### config.mk
export PLATFORM = sky130hd
export DESIGN_NAME = spectro_serial_readout
export DESIGN_NICKNAME = d
export VERILOG_FILES = /design/src/rtl/spectro_serial_readout.sv
export SDC_FILE = /design/constraint.sdc
export NUM_CORES = 1
export LEC_CHECK = 0
export ABC_CLOCK_PERIOD_IN_PS = 4150
export CAP_MARGIN = 40
export CORE_MARGIN = 5
export CORE_UTILIZATION = 54
export DETAILED_ROUTE_END_ITERATION = 10
export HOLD_SLACK_MARGIN = 0.1
export PLACE_DENSITY = 0.87
export REMOVE_ABC_BUFFERS = 1
export SLEW_MARGIN = 0
export SYNTH_ARGS = -nofsm -noshare
export SYNTH_HDL_FRONTEND = slang
export SYNTH_SLANG_ARGS = --single-unit
### constraint.sdc
create_clock -name input_serial_readout_clk -period 4.15 [get_ports input_serial_readout_clk]
set_input_delay 0.83 -clock input_serial_readout_clk [delete_from_list [all_inputs] [get_ports input_serial_readout_clk]]
set_output_delay 0.83 -clock input_serial_readout_clk [all_outputs]
set_load 0.05 [all_outputs]
### src/rtl/spectro_serial_readout.sv
`timescale 1ns/1ps
`default_nettype none
// ============================================================================
// Module   : spectro_serial_readout
// Brief    : Walks the spectrogram memory and shifts each {ch2,ch1} word out
//            MSB-first on two lanes with SL_time / SL_ch framing strobes.
// Revision : 1.0 - initial release
// ============================================================================
module spectro_serial_readout #(
    parameter int DATA_W = 7,
    parameter int N_TIME = 4,
    parameter int N_BIN  = 8,
    parameter int ADDR_W = 5
) (
    input  logic                  input_serial_readout_clk,
    input  logic                  reset,
    input  logic                  start,
    input  logic [2*DATA_W-1:0]   mem_rd_data,
    output logic                  mem_rd_en,
    output logic [ADDR_W-1:0]     mem_addr,
    output logic [1:0]            serial_out,
    output logic                  SL_time,
    output logic                  SL_ch,
    output logic                  serial_readout,
    output logic                  sending_data,
    output logic                  readout_done
);

    localparam int SLOT_W = (N_TIME > 1) ? $clog2(N_TIME) : 1;
    localparam int BIN_W  = (N_BIN  > 1) ? $clog2(N_BIN)  : 1;
    localparam int BIT_W  = (DATA_W > 1) ? $clog2(DATA_W) : 1;

    localparam logic [SLOT_W-1:0] c_SLOT_LAST = SLOT_W'(N_TIME - 1);
    localparam logic [BIN_W-1:0]  c_BIN_LAST  = BIN_W'(N_BIN - 1);
    localparam logic [BIT_W-1:0]  c_BIT_LAST  = BIT_W'(DATA_W - 1);

    typedef enum logic [2:0] {
        S_IDLE     = 3'd0,
        S_FETCH    = 3'd1,
        S_LOAD     = 3'd2,
        S_SHIFT    = 3'd3,
        S_DONE     = 3'd4,
        S_WAIT_LOW = 3'd5
    } state_t;

    state_t              r_state;
    state_t              w_next;
    logic [SLOT_W-1:0]   r_slot;
    logic [BIN_W-1:0]    r_bin;
    logic [BIT_W-1:0]    r_bitcnt;
    logic [DATA_W-1:0]   r_sh1;
    logic [DATA_W-1:0]   r_sh2;
    logic [ADDR_W-1:0]   w_addr;
    logic                w_last_bit;
    logic                w_last_word;

    assign w_last_bit  = (r_bitcnt == c_BIT_LAST);
    assign w_last_word = (r_bin == c_BIN_LAST) && (r_slot == c_SLOT_LAST);
    assign w_addr      = ADDR_W'(r_slot) * ADDR_W'(N_BIN) + ADDR_W'(r_bin);

    always_ff @(posedge input_serial_readout_clk or posedge reset) begin
        if (reset) begin
            r_state <= S_IDLE;
        end else begin
            r_state <= w_next;
        end
    end

    // Counters and shift registers; counters saturate at their last value
    // and are re-armed by IDLE (slot/bin) or LOAD (bitcnt).
    always_ff @(posedge input_serial_readout_clk or posedge reset) begin
        if (reset) begin
            r_slot   <= '0;
            r_bin    <= '0;
            r_bitcnt <= '0;
            r_sh1    <= '0;
            r_sh2    <= '0;
        end else begin
            case (r_state)
                S_IDLE: begin
                    if (start) begin
                        r_slot <= '0;
                        r_bin  <= '0;
                    end
                end
                S_LOAD: begin
                    r_sh1    <= mem_rd_data[DATA_W-1:0];
                    r_sh2    <= mem_rd_data[2*DATA_W-1:DATA_W];
                    r_bitcnt <= '0;
                end
                S_SHIFT: begin
                    r_sh1 <= {r_sh1[DATA_W-2:0], 1'b0};
                    r_sh2 <= {r_sh2[DATA_W-2:0], 1'b0};
                    if (w_last_bit) begin
                        if (r_bin != c_BIN_LAST) begin
                            r_bin <= r_bin + 1'b1;
                        end else begin
                            r_bin <= '0;
                            if (r_slot != c_SLOT_LAST) begin
                                r_slot <= r_slot + 1'b1;
                            end
                        end
                    end else begin
                        r_bitcnt <= r_bitcnt + 1'b1;
                    end
                end
                default: ;
            endcase
        end
    end

    always_comb begin
        w_next         = r_state;
        mem_rd_en      = 1'b0;
        mem_addr       = '0;
        serial_out     = 2'b00;
        SL_time        = 1'b0;
        SL_ch          = 1'b0;
        serial_readout = 1'b0;
        sending_data   = 1'b0;
        readout_done   = 1'b0;
        case (r_state)
            S_IDLE: begin
                if (start) begin
                    w_next = S_FETCH;
                end
            end
            S_FETCH: begin
                mem_rd_en      = 1'b1;
                mem_addr       = w_addr;
                serial_readout = 1'b1;
                w_next         = S_LOAD;
            end
            S_LOAD: begin
                mem_addr       = w_addr;
                serial_readout = 1'b1;
                w_next         = S_SHIFT;
            end
            S_SHIFT: begin
                mem_addr       = w_addr;
                serial_readout = 1'b1;
                sending_data   = 1'b1;
                serial_out     = {r_sh2[DATA_W-1], r_sh1[DATA_W-1]};
                SL_ch          = (r_bitcnt == '0);
                SL_time        = (r_bitcnt == '0) && (r_bin == '0);
                if (w_last_bit) begin
                    w_next = w_last_word ? S_DONE : S_FETCH;
                end
            end
            S_DONE: begin
                serial_readout = 1'b1;
                readout_done   = 1'b1;
                w_next         = S_WAIT_LOW;
            end
            S_WAIT_LOW: begin
                if (!start) begin
                    w_next = S_IDLE;
                end
            end
            default: begin
                w_next = S_IDLE;
            end
        endcase
    end

endmodule
`default_nettype wire

==> flow_metrics.tcl <==
set metrics [dict create \
    status "completed" \
    detail_route.wl_per_cell_um 13.4 \
    drt_iter0_markers 39 \
    cts_setup_buffers 0 \
    postCtsHoldBufs 0 \
    finalHoldViolations 0 \
    grt.busiest_layer "met2" \
    fin_crit_sh_pct 81.1 \
    p_leak_nw 0.824 \
    pre_cts_ws_ns 1.20 \
    finalSetupViolations 0 \
    io_buffer_count 29 \
    die_y_um 60.7 \
    relSlewSlack_pct 48.1 \
    use_met2_pct 26.3 \
    max_freq_mhz 297 \
    max-vdd-ir-drop_mv 0.435 \
    finClkSkew_ns 0.00355 \
    antenna_found_initial 0 \
    cts_sinks 25 \
    synth.distinct_cells 33 \
    cts_root_buffer "clkbuf_4" \
    criticalPathCategory "register to output port" \
    place_inst 196 \
    row_count 18 \
    n_antenna_cell 0 \
    maxCapViolCount 0 \
    cts_htree_levels 1 \
    via_count 1078 \
    syn_area_mm2 0.00139 \
    numCtsBuffers 3 \
    fin_ws_ns 0.785 \
    synth_top_area_cell "dfrtp_1" \
    met1_usage_pct 22.1 \
    tritoncts "done" \
    initial_core_util_pct 56.0 \
    grt_pass1_vias 1051 \
    die_w_um 60.7 \
    finalPower_mw 1.18 \
    cts_buffer_depth 2 \
    worstMarginPinSlew_ns 0.778 \
    final_area_mm2 0.00172 \
    seq_area_frac_synth_pct 45.1 \
    yosys-top-cells-area "dfrtp_1 (45%), mux2i_1 (11%), ha_1 (6.3%)" \
    cts_resized 0 \
    first_pass_iters 4 \
    critPathLaunchType "register" \
    track_usage_pct 16.2 \
    n_fill_cell 192 \
    maxSlewViolCount 0 \
    viasPerCell 5.39 \
    wirelength_um 2690 \
    synth_edf_count 0 \
    tns_ns 0 \
    worstHoldPathType "register to register" \
    yosys.area.top_type_share_pct 45.1 \
    syn2layout_area_growth_pct 24.1 \
    async_flop_share_pct 100 \
    crit_path_end_kind "output port" \
    die_area_mm2 0.00368 \
    min_period_ns 3.36 \
    routabilityCongestion 0.819 \
    clock_latency_ns 0.31 \
    cp_max_fo 14 \
    grt-ovfl-total 0 \
    grt_max_degree 30 \
    drc 0 \
    grt_use_met3_pct 2.55 \
    syn_inst 143 \
    postRouteAntennaNets 0 \
    core_area_mm2 0.00248 \
    grt_setup_unrepaired "false" \
    yosys_warnings 0 \
    drive_gt1_share_pct 5.29 \
    synth_ff_type "dfrtp_1" \
    final_nets 195 \
    grt_pass1_wl_um 4500 \
    top_level_ports 30 \
    crit_required_ns 3.32 \
    clkSlewWorstSetupHoldPaths_ns 0.13 \
    avgSynthCellArea_um2 9.69 \
    post_dp_cell_area_mm2 0.00169 \
    critical_path_arrival_ns 2.53 \
    synth-seq-cells 25 \
    dpl.hpwl_um 2090 \
    power-per-cell-area_mw_per_mm2 685 \
    fin_cells 200 \
]
final cells by class:
class	count	area, µm²	share of cell area (%)
Multi-Input combinational cell	101	683	39.7
Sequential cell	25	626	36.4
Timing Repair Buffer	31	313	18.2
Tap cell	30	37.5	2.18
Inverter	9	33.8	1.96
Clock buffer	3	22.5	1.31
Clock inverter	1	5.00	0.291
per-stage QoR:
| step | hold slack, ns | utilization [%] |
|---|---|---|
| 5_1_grt | 0.526 | 69.4 |
| 6_report | 0.499 | 69.4 |
| 2_1_floorplan | 0.442 | - |
| 4_1_cts | 0.506 | 69.4 |
| 3_3_place_gp | 0.455 | 67.7 |
| 3_5_place_dp | 0.475 | 68.3 |
worst max-delay path, cell delays in order, from the launching register on:
cell and delay (ns):
dfrtp_1 0.55, nand3b_1 0.32, nor3b_1 0.34, and3b_1 0.21, clkdlybuf4s50_1 0.80
power breakdown:
| group | internal (mW) | switching, mW |
|---|---|---|
| logic | 0.262 | 0.408 |
| registers | 0.332 | 0.0686 |
| clock network | 0.0361 | 0.0716 |
worst paths after layout:
check	start	slack (ns)	endpoint	cells past startpoint
setup / recovery	r_state[2]$_DFFE_PP0P_	0.79	SL_time	4
hold / removal	r_sh2[6]$_DFFE_PP0P_	0.50	r_sh2[6]$_DFFE_PP0P_	2
setup reg to reg	r_state[2]$_DFFE_PP0P_	2.46	r_bitcnt[1]$_DFFE_PP0P_	3
hold reg to reg	r_sh2[6]$_DFFE_PP0P_	0.50	r_sh2[6]$_DFFE_PP0P_	2
max in group asynchronous	reset	2.87	r_slot[1]$_DFFE_PP0P_	3
min in group asynchronous	reset	0.82	r_sh1[0]$_DFFE_PP0P_	2
cell families (layout without fill, tap and decap cells):
kind of cell | count (synthesis) | in the layout | synth area share (%)
flops | 25 | 25 | 45.1
fa+ha+maj | 7 | 7 | 6.32
buf+inv | 17 | 44 | 5.60
xor+xnor | 1 | 1 | 0.632
compound gates | 27 | 27 | 11.6
mux | 15 | 15 | 10.8
simple gates | 51 | 51 | 19.9
placed cells by master, fill, tap and decap left out, types with 2 or more instances in the layout:
master           synthesis  routed
nand2b_1                 4       4
dfrtp_1                 25      25
nor2_1                   3       3
mux2i_1                 15      15
ha_1                     7       7
inv_1                    9       9
nand3_1                  2       2
nor3_1                   3       3
nor3b_1                  2       2
clkdlybuf4s50_1          0      29
o21ai_0                 16      16
a21oi_1                  3       3
nand2_1                 21      21
nand3b_1                 2       2
and2_1                   7       7
clkbuf_4                 0       3
flip-flops by register name, indices dropped and copies added (netlist names):
signal,count
r_sh1,7
r_state,3
r_bitcnt,3
r_bin,3
r_sh2,7
r_slot,2
synthesized netlist by cell type (2+ instances only):
| master | number |
|---|---|
| nand2_1 | 21 |
| a21oi_1 | 3 |
| o21ai_0 | 16 |
| inv_1 | 9 |
| nor3b_1 | 2 |
| nand3_1 | 2 |
| clkbuf_1 | 2 |
| dfrtp_1 | 25 |
| mux2i_1 | 15 |
| nand3b_1 | 2 |
| ha_1 | 7 |
| nor2_1 | 3 |
| and2_1 | 7 |
| buf_2 | 5 |
| nand2b_1 | 4 |
| nor3_1 | 3 |
routing by layer:
| metal | share of wire, % | vias to the layer above |
|---|---|---|
| met4 | 0.60 | 0 |
| met1 | 45 | 499 |
| met2 | 48 | 38 |
| met3 | 5.8 | 2 |
| li1 | - | 539 |
| met5 | 0 | - |
Note: power is estimated with default switching activity, not from simulation.
